**src/rtl/hs_pkg.sv**
```systemverilog
// Shared constants and helpers for the hs_* handshake blocks.
package hs_pkg;

  localparam int HS_DEF_WORD_WIDTH = 32'sd8;
  localparam int HS_DEF_RATIO      = 32'sd4;

  // Bits needed to index value distinct items (value >= 2).
  function automatic int hs_clog2(input int value);
    int res;
    res = 32'sd0;
    for (int v = value - 32'sd1; v > 32'sd0; v = v >>> 32'sd1) begin
      res = res + 32'sd1;
    end
    return res;
  endfunction

endpackage

```
**src/rtl/hs_width_packer.sv**
```systemverilog
// Packs RATIO upstream words into one wide downstream word, lane 0 first.
// Optional HS_PACK_LAST_EN adds up_last/down_keep for early-closed short words.
module hs_width_packer
  import hs_pkg::*;
#(
  parameter int WORD_WIDTH = HS_DEF_WORD_WIDTH,
  parameter int RATIO      = HS_DEF_RATIO
) (
  input  logic                          clk,
  input  logic                          rst_n,
  input  logic                          up_valid,
  input  logic [WORD_WIDTH-1:0]         up_data,
`ifdef HS_PACK_LAST_EN
  input  logic                          up_last,
  output logic [RATIO-1:0]              down_keep,
`endif
  output logic                          up_ready,
  output logic                          down_valid,
  output logic [WORD_WIDTH*RATIO-1:0]   down_data,
  input  logic                          down_ready
);

  localparam int CNT_W = hs_clog2(RATIO);
  localparam logic [CNT_W-1:0] LAST_LANE = CNT_W'(RATIO - 1);
  localparam logic [CNT_W-1:0] CNT_ONE   = CNT_W'(1);

  logic [CNT_W-1:0]            cnt_r;
  logic [CNT_W-1:0]            cnt_nxt_s;
  logic [WORD_WIDTH*RATIO-1:0] data_r;
  logic [WORD_WIDTH*RATIO-1:0] data_nxt_s;
  logic                        valid_r;
  logic                        accept_s;
  logic                        transfer_s;
  logic                        close_s;
  logic                        last_s;
`ifdef HS_PACK_LAST_EN
  logic [RATIO-1:0]            keep_r;
  logic [RATIO-1:0]            keep_nxt_s;
`endif

  assign up_ready   = !valid_r || down_ready;
  assign down_valid = valid_r;
  assign down_data  = data_r;
`ifdef HS_PACK_LAST_EN
  assign down_keep  = keep_r;
  assign last_s     = up_last;
`else
  assign last_s     = 1'b0;
`endif

  // Next lane contents and counter; a lane-0 write starts a fresh, zeroed word.
  always_comb begin
    accept_s   = up_valid && up_ready;
    transfer_s = valid_r && down_ready;
    close_s    = 1'b0;
    cnt_nxt_s  = cnt_r;
    data_nxt_s = data_r;
`ifdef HS_PACK_LAST_EN
    keep_nxt_s = keep_r;
`endif
    if (accept_s) begin
      if (cnt_r == '0) begin
        data_nxt_s = '0;
`ifdef HS_PACK_LAST_EN
        keep_nxt_s = '0;
`endif
      end else begin
        data_nxt_s = data_r;
      end
      data_nxt_s[cnt_r*WORD_WIDTH +: WORD_WIDTH] = up_data;
`ifdef HS_PACK_LAST_EN
      keep_nxt_s[cnt_r] = 1'b1;
`endif
      close_s = (cnt_r == LAST_LANE) || last_s;
      if (close_s) begin
        cnt_nxt_s = '0;
      end else begin
        cnt_nxt_s = cnt_r + CNT_ONE;
      end
    end else begin
      close_s = 1'b0;
    end
  end

  // State update; completing a word wins over clearing valid on a transfer.
  always_ff @(posedge clk) begin
    if (!rst_n) begin
      valid_r <= 1'b0;
      cnt_r   <= '0;
      data_r  <= '0;
`ifdef HS_PACK_LAST_EN
      keep_r  <= '0;
`endif
    end else begin
      cnt_r  <= cnt_nxt_s;
      data_r <= data_nxt_s;
`ifdef HS_PACK_LAST_EN
      keep_r <= keep_nxt_s;
`endif
      if (accept_s && close_s) begin
        valid_r <= 1'b1;
      end else if (transfer_s) begin
        valid_r <= 1'b0;
      end else begin
        valid_r <= valid_r;
      end
    end
  end

endmodule

```
**config.mk**
```make
export PLATFORM = sky130hd
export DESIGN_NAME = hs_width_packer
export DESIGN_NICKNAME = d
export VERILOG_FILES = /design/src/rtl/hs_pkg.sv /design/src/rtl/hs_width_packer.sv
export SDC_FILE = /design/constraint.sdc
export NUM_CORES = 1
export LEC_CHECK = 0
export ABC_CLOCK_PERIOD_IN_PS = 4900
export BUFFER_PORTS_ARGS = -buffer_cell sky130_fd_sc_hd__buf_2
export CAP_MARGIN = 20
export CORE_MARGIN = 2
export CORE_UTILIZATION = 54
export CTS_CLUSTER_DIAMETER = 50
export CTS_CLUSTER_SIZE = 16
export DETAILED_ROUTE_END_ITERATION = 8
export HOLD_SLACK_MARGIN = 0.08
export PLACE_DENSITY = 0.84
export SETUP_SLACK_MARGIN = 0.2
export SYNTH_ARGS = -nofsm -noshare
export SYNTH_HDL_FRONTEND = slang
export SYNTH_SLANG_ARGS = --single-unit
export TNS_END_PERCENT = 50
```
**constraint.sdc**
```tcl
create_clock -name clk -period 4.9 [get_ports clk]
set_clock_uncertainty 0.15 [all_clocks]
set_input_delay 0.98 -clock clk [delete_from_list [all_inputs] [get_ports clk]]
set_output_delay 0.98 -clock clk [all_outputs]
set_load 0.02 [all_outputs]
```
Yosys cells after proc, flatten, opt, wreduce, memory -nomap -nowiden
Cells that the tools add are included.
- bits of input ports: 12
- bits in latches: 0
- flip-flop bits (word level): 35
- bits in read-only memories: 0
- logic and storage cells: 22
- output and inout bits: 34
- memories: 0
- RAM bits: 0
- div/mod/pow operators: 0
- shifts and indexed selects: 2
- multiply operators: 0
- eq/ne operators: 1
- reduce and logical (&&, ||, !) cells: 7
- add/sub/neg operators: 2
- bitwise logic cells: 0
- order comparisons: 0
- muxes and demuxes: 7
- operators by type and width (kind ; number):
    $mux 32 ; 2
    $neg 5->34 ; 1
    $shift 8x34->32 const A ; 1
    $shiftx 8x34->32 ; 1
    $bwmux 32 ; 1
    $logic_and 1x1->1 ; 3
    $mux 1 ; 3
    $add 2x1->2 const B ; 1
    $eq 2x2->1 const B ; 1
    $logic_not 2->1 ; 1
    $mux 2 ; 1
    $reduce_bool 2->1 ; 1
    $logic_not 1->1 ; 1
    $logic_or 1x1->1 ; 1

Depth between registers and ports, before layout
- word-level depth: 6
- depth in mapped cells: 6
- depth with buffers taken out: 5

Least setup slack after synthesis
No wires, ideal clock.
- path type: input to output
- from: input port down_ready
- to: output port up_ready
- data required time: 3.770 ns
- setup slack: 2.466 ns
- buffers on the path: 1
- data arrival time: 1.304 ns
- stages: 2
- cell sequence: nand2b_1 buf_4
- longest elaborated chain between the ends: 1
- ends and longest elaborated chain (what ; RTL line ; source):
    from (decl) ; hs_width_packer.sv:20 ; input logic down_ready
    $logic_or 1x1->1 ; hs_width_packer.sv:41 ; assign up_ready = !valid_r || down_ready;
    to (decl) ; hs_width_packer.sv:17 ; output logic up_ready,
Every way passes these cells.

Final worst setup path
Ends and elaborated chain as after synthesis.

==> results by group <==
Cells and area
  – Share of layout cells above drive strength 1: between 20 and 30%
  – Syn-to-layout area delta: 16.7%
  – Multi-input gate area: 736 um^2
  – Commonest non-fill, non-tap cell in the layout: buf_2
  – Most frequent cells in the layout: 45 x buf_2, 35 x dfxtp_1, 33 x nand2_1
  – Storage cell area: about 700 um^2
  – Fill cell total of the finished layout: approximately 230
  – Nets: ~210
  – # diodes: 0
  – Util after Layout: around 65%

Global route
  – Initial antenna violation count: 0
  – Largest net degree at the start of global routing: approximately 60
  – Total GRT Usage: between 20% and 30%
  – First-pass GRT wire length: between 5000 and 6000 um
  – Number of global-route vias before repair: ~1100
  – Overflow after GRT: 0

STA
  – Worst-margin pin slew: 0.909 ns
  – Maximum clock frequency: around 360 MHz
  – Slew margin rel.: between 30% and 40%
  – Hold_ws: between 0.3 and 0.4 ns
  – Final TNS setup: 0 ns
  – Max Slew Vio Count: 0
  – Final Hold Viols: 0
  – # setup viols final: 0
  – Final period utilization: a little under three fifths
  – Tmin final: 2.81 ns
  – RSZ-0062 raised after global routing: no

Clocking
  – # Post-CTS Setup Buffers: 0
  – CTS clk-pin slew, worst paths: approximately 0.10 ns
  – Root buf cell: clkbuf_4
  – Clock sink count: 35
  – Clock Tree Buf Depth: 2
  – Clk Latency, worst-skew pair: between 0.3 and 0.4 ns
  – CTS H-Tree Depth: 2
  – Total CTS buffers: 5
  – CTS tree: built
  – Post-cts sizing count: 0
  – Cts hold-fix bufs: 0

Yosys
  – Syn Nets: approximately 170
  – Cell area after synthesis: about 1500 um^2
  – Mux share of post-synthesis cell area: 10.6%
  – Gate Count Post-Synth: 156
  – Register bit count reported by yosys: 35
  – Yosys warns: 0
  – Area share of fa/ha/maj cells after synthesis: under 10%
  – Simple-Gate Fraction of Synth Area: roughly a fifth
  – Synthesized area per cell: between 9 and 10 um^2
  – Netlist cell types: 26
  – Synth Area in Compound Gates: between 10% and 20%
  – Post-synthesis sequential area ratio: 46.4%
  – Main combinational cell family by area after synthesis: simple AND/OR/NAND/NOR gates
  – Post-synthesis xor/xnor area fraction: 0%

Min path
  – Worst min path class: flop to flop

Floorplan
  – I/O pin total: 46
  – Initial Util: between 50% and 60%
  – Die extent in x: ~57 um
  – Chip height: 56.9 um
  – Core Area: between 2000 and 3000 um^2
  – Die Footprint: 3240 um^2
  – Site Rows: 19

Critical path
  – Critical path endpoint category: primary output
  – Slowest cell on crit path: nand2b_1
  – Max incr delay on CP: about 0.36 ns
  – Critical path type: input port to primary output
  – Critical path peak fanout: 12
  – Top cell family by delay on the critical path: simple AND/OR/NAND/NOR gates
  – Critical path, cell by cell: buf_2 -> nand2b_1 -> buf_2
  – Critical Path Most Common Cell: buf_2
  – Worst setup SP type: input port
  – Crit path buffers/inverters: 2
  – Worst Path Required: approximately 3.8 ns
  – Worst path arrival time: around 1.7 ns

Run status
  – Status: finished, final reports clean

Placement
  – DP HPWL: 2370 um
  – RD Place Congestion: 0.726
  – IO Port Bufs: 45

Route
  – Final WL: about 3300 um
  – Router iterations before antenna repair: 4
  – Final ANT Viol Nets: 0
  – Routed vias: between 1000 and 1500
  – Initial drt markers: 41
  – Vias/cell: 5.78
  – DRC: 0
  – Routed WL per cell: approximately 15 um

Pwr
  – Leak: 0.824 nW
  – PwrDens: 291 nW/um^2
  – Peak supply drop: around 210 uV

Run
  – Max_cap viols: 0
-- cells by family (layout without fill, tap and decap cells) --
group	after synthesis	after routing
buffers and inverters	15	54
AOI/OAI and AO/OA	23	23
DFF	35	35
and+or+nand+nor	61	61
muxes	16	16
adders and majority gates	6	6
-- stage by stage --
stage	setup WS, ns	instance area (um^2)	std cells	power, W
6_report	2.09	1760	226	0.000513
3_5_place_dp	2.11	1700	219	0.000364
2_1_floorplan	2.47	1510	156	0.000346
5_1_grt	2.04	1760	226	0.000537
3_3_place_gp	2.15	1700	219	0.000361
4_1_cts	2.11	1760	226	0.000517
-- synthesized netlist by cell type (all sizes together) --
library cell / count / area, um^2
a32o: 8 / 80.1
dfxtp: 35 / 701
buf: 7 / 50.1
and3: 2 / 12.5
nand2: 33 / 124
mux2i: 16 / 160
clkbuf: 6 / 23.8
inv: 2 / 7.51
nand3: 17 / 85.1
a21boi: 2 / 15.0
o21a: 1 / 7.51
a21oi: 1 / 5.00
and4b: 3 / 30.0
ha: 6 / 75.1
nor4bb: 1 / 10.0
and4bb: 1 / 12.5
nand2b: 1 / 6.26
o22ai: 8 / 50.1
nand3b: 1 / 7.51
o211ai: 2 / 25.0
nand4: 1 / 12.5
a21o: 1 / 7.51
nor2: 1 / 3.75
-- tightest hold or removal path: stages, from the launching register on --
cell and delay [ns]:
dfxtp_1 0.32, nand2_1 0.05, mux2i_1 0.05
-- routing by layer --
| metal | track usage (%) | share of wire [%] | vias to the layer above |
|---|---|---|---|
| li1 | - | - | 635 |
| met1 | 29.4 | 42 | 607 |
| met2 | 33.8 | 47 | 60 |
| met3 | 5.53 | 9.6 | 5 |
| met4 | 8.97 | 1.3 | 0 |
| met5 | 0 | 0 | - |
-- power by group --
group          internal, W  total (W)  switching (W)  leakage (nW)
logic            0.0000243  0.0000656      0.0000413         0.508
clock network    0.0000665   0.000155      0.0000880        0.0341
registers         0.000289   0.000293     0.00000396         0.283
total             0.000380   0.000513       0.000133         0.824
-- registers in the layout (all words and copies together), names as in the netlist --
register    flops
cnt_r           2
down_data      32
down_valid      1
-- cell type report --
| class | instances | area share, % |
|---|---|---|
| clock buffers | 6 | 2.91 |
| clock inverters | 1 | 0.284 |
| inverters | 2 | 0.426 |
| multi-input cells | 106 | 41.7 |
| flip-flops and latches | 35 | 39.7 |
| well taps | 31 | 2.20 |
| repair buffers | 45 | 12.8 |
-- final timing paths --
path | from | endpoint | slack [ns] | cells after the start
min | down_data[19] | down_data[19] | 0.31 | 2
min reg2reg | down_data[19] | down_data[19] | 0.31 | 2
max reg2reg | cnt_r[0] | down_data[20] | 2.63 | 5
max | down_ready | up_ready | 2.09 | 3
(Power assumes the default switching activity.)
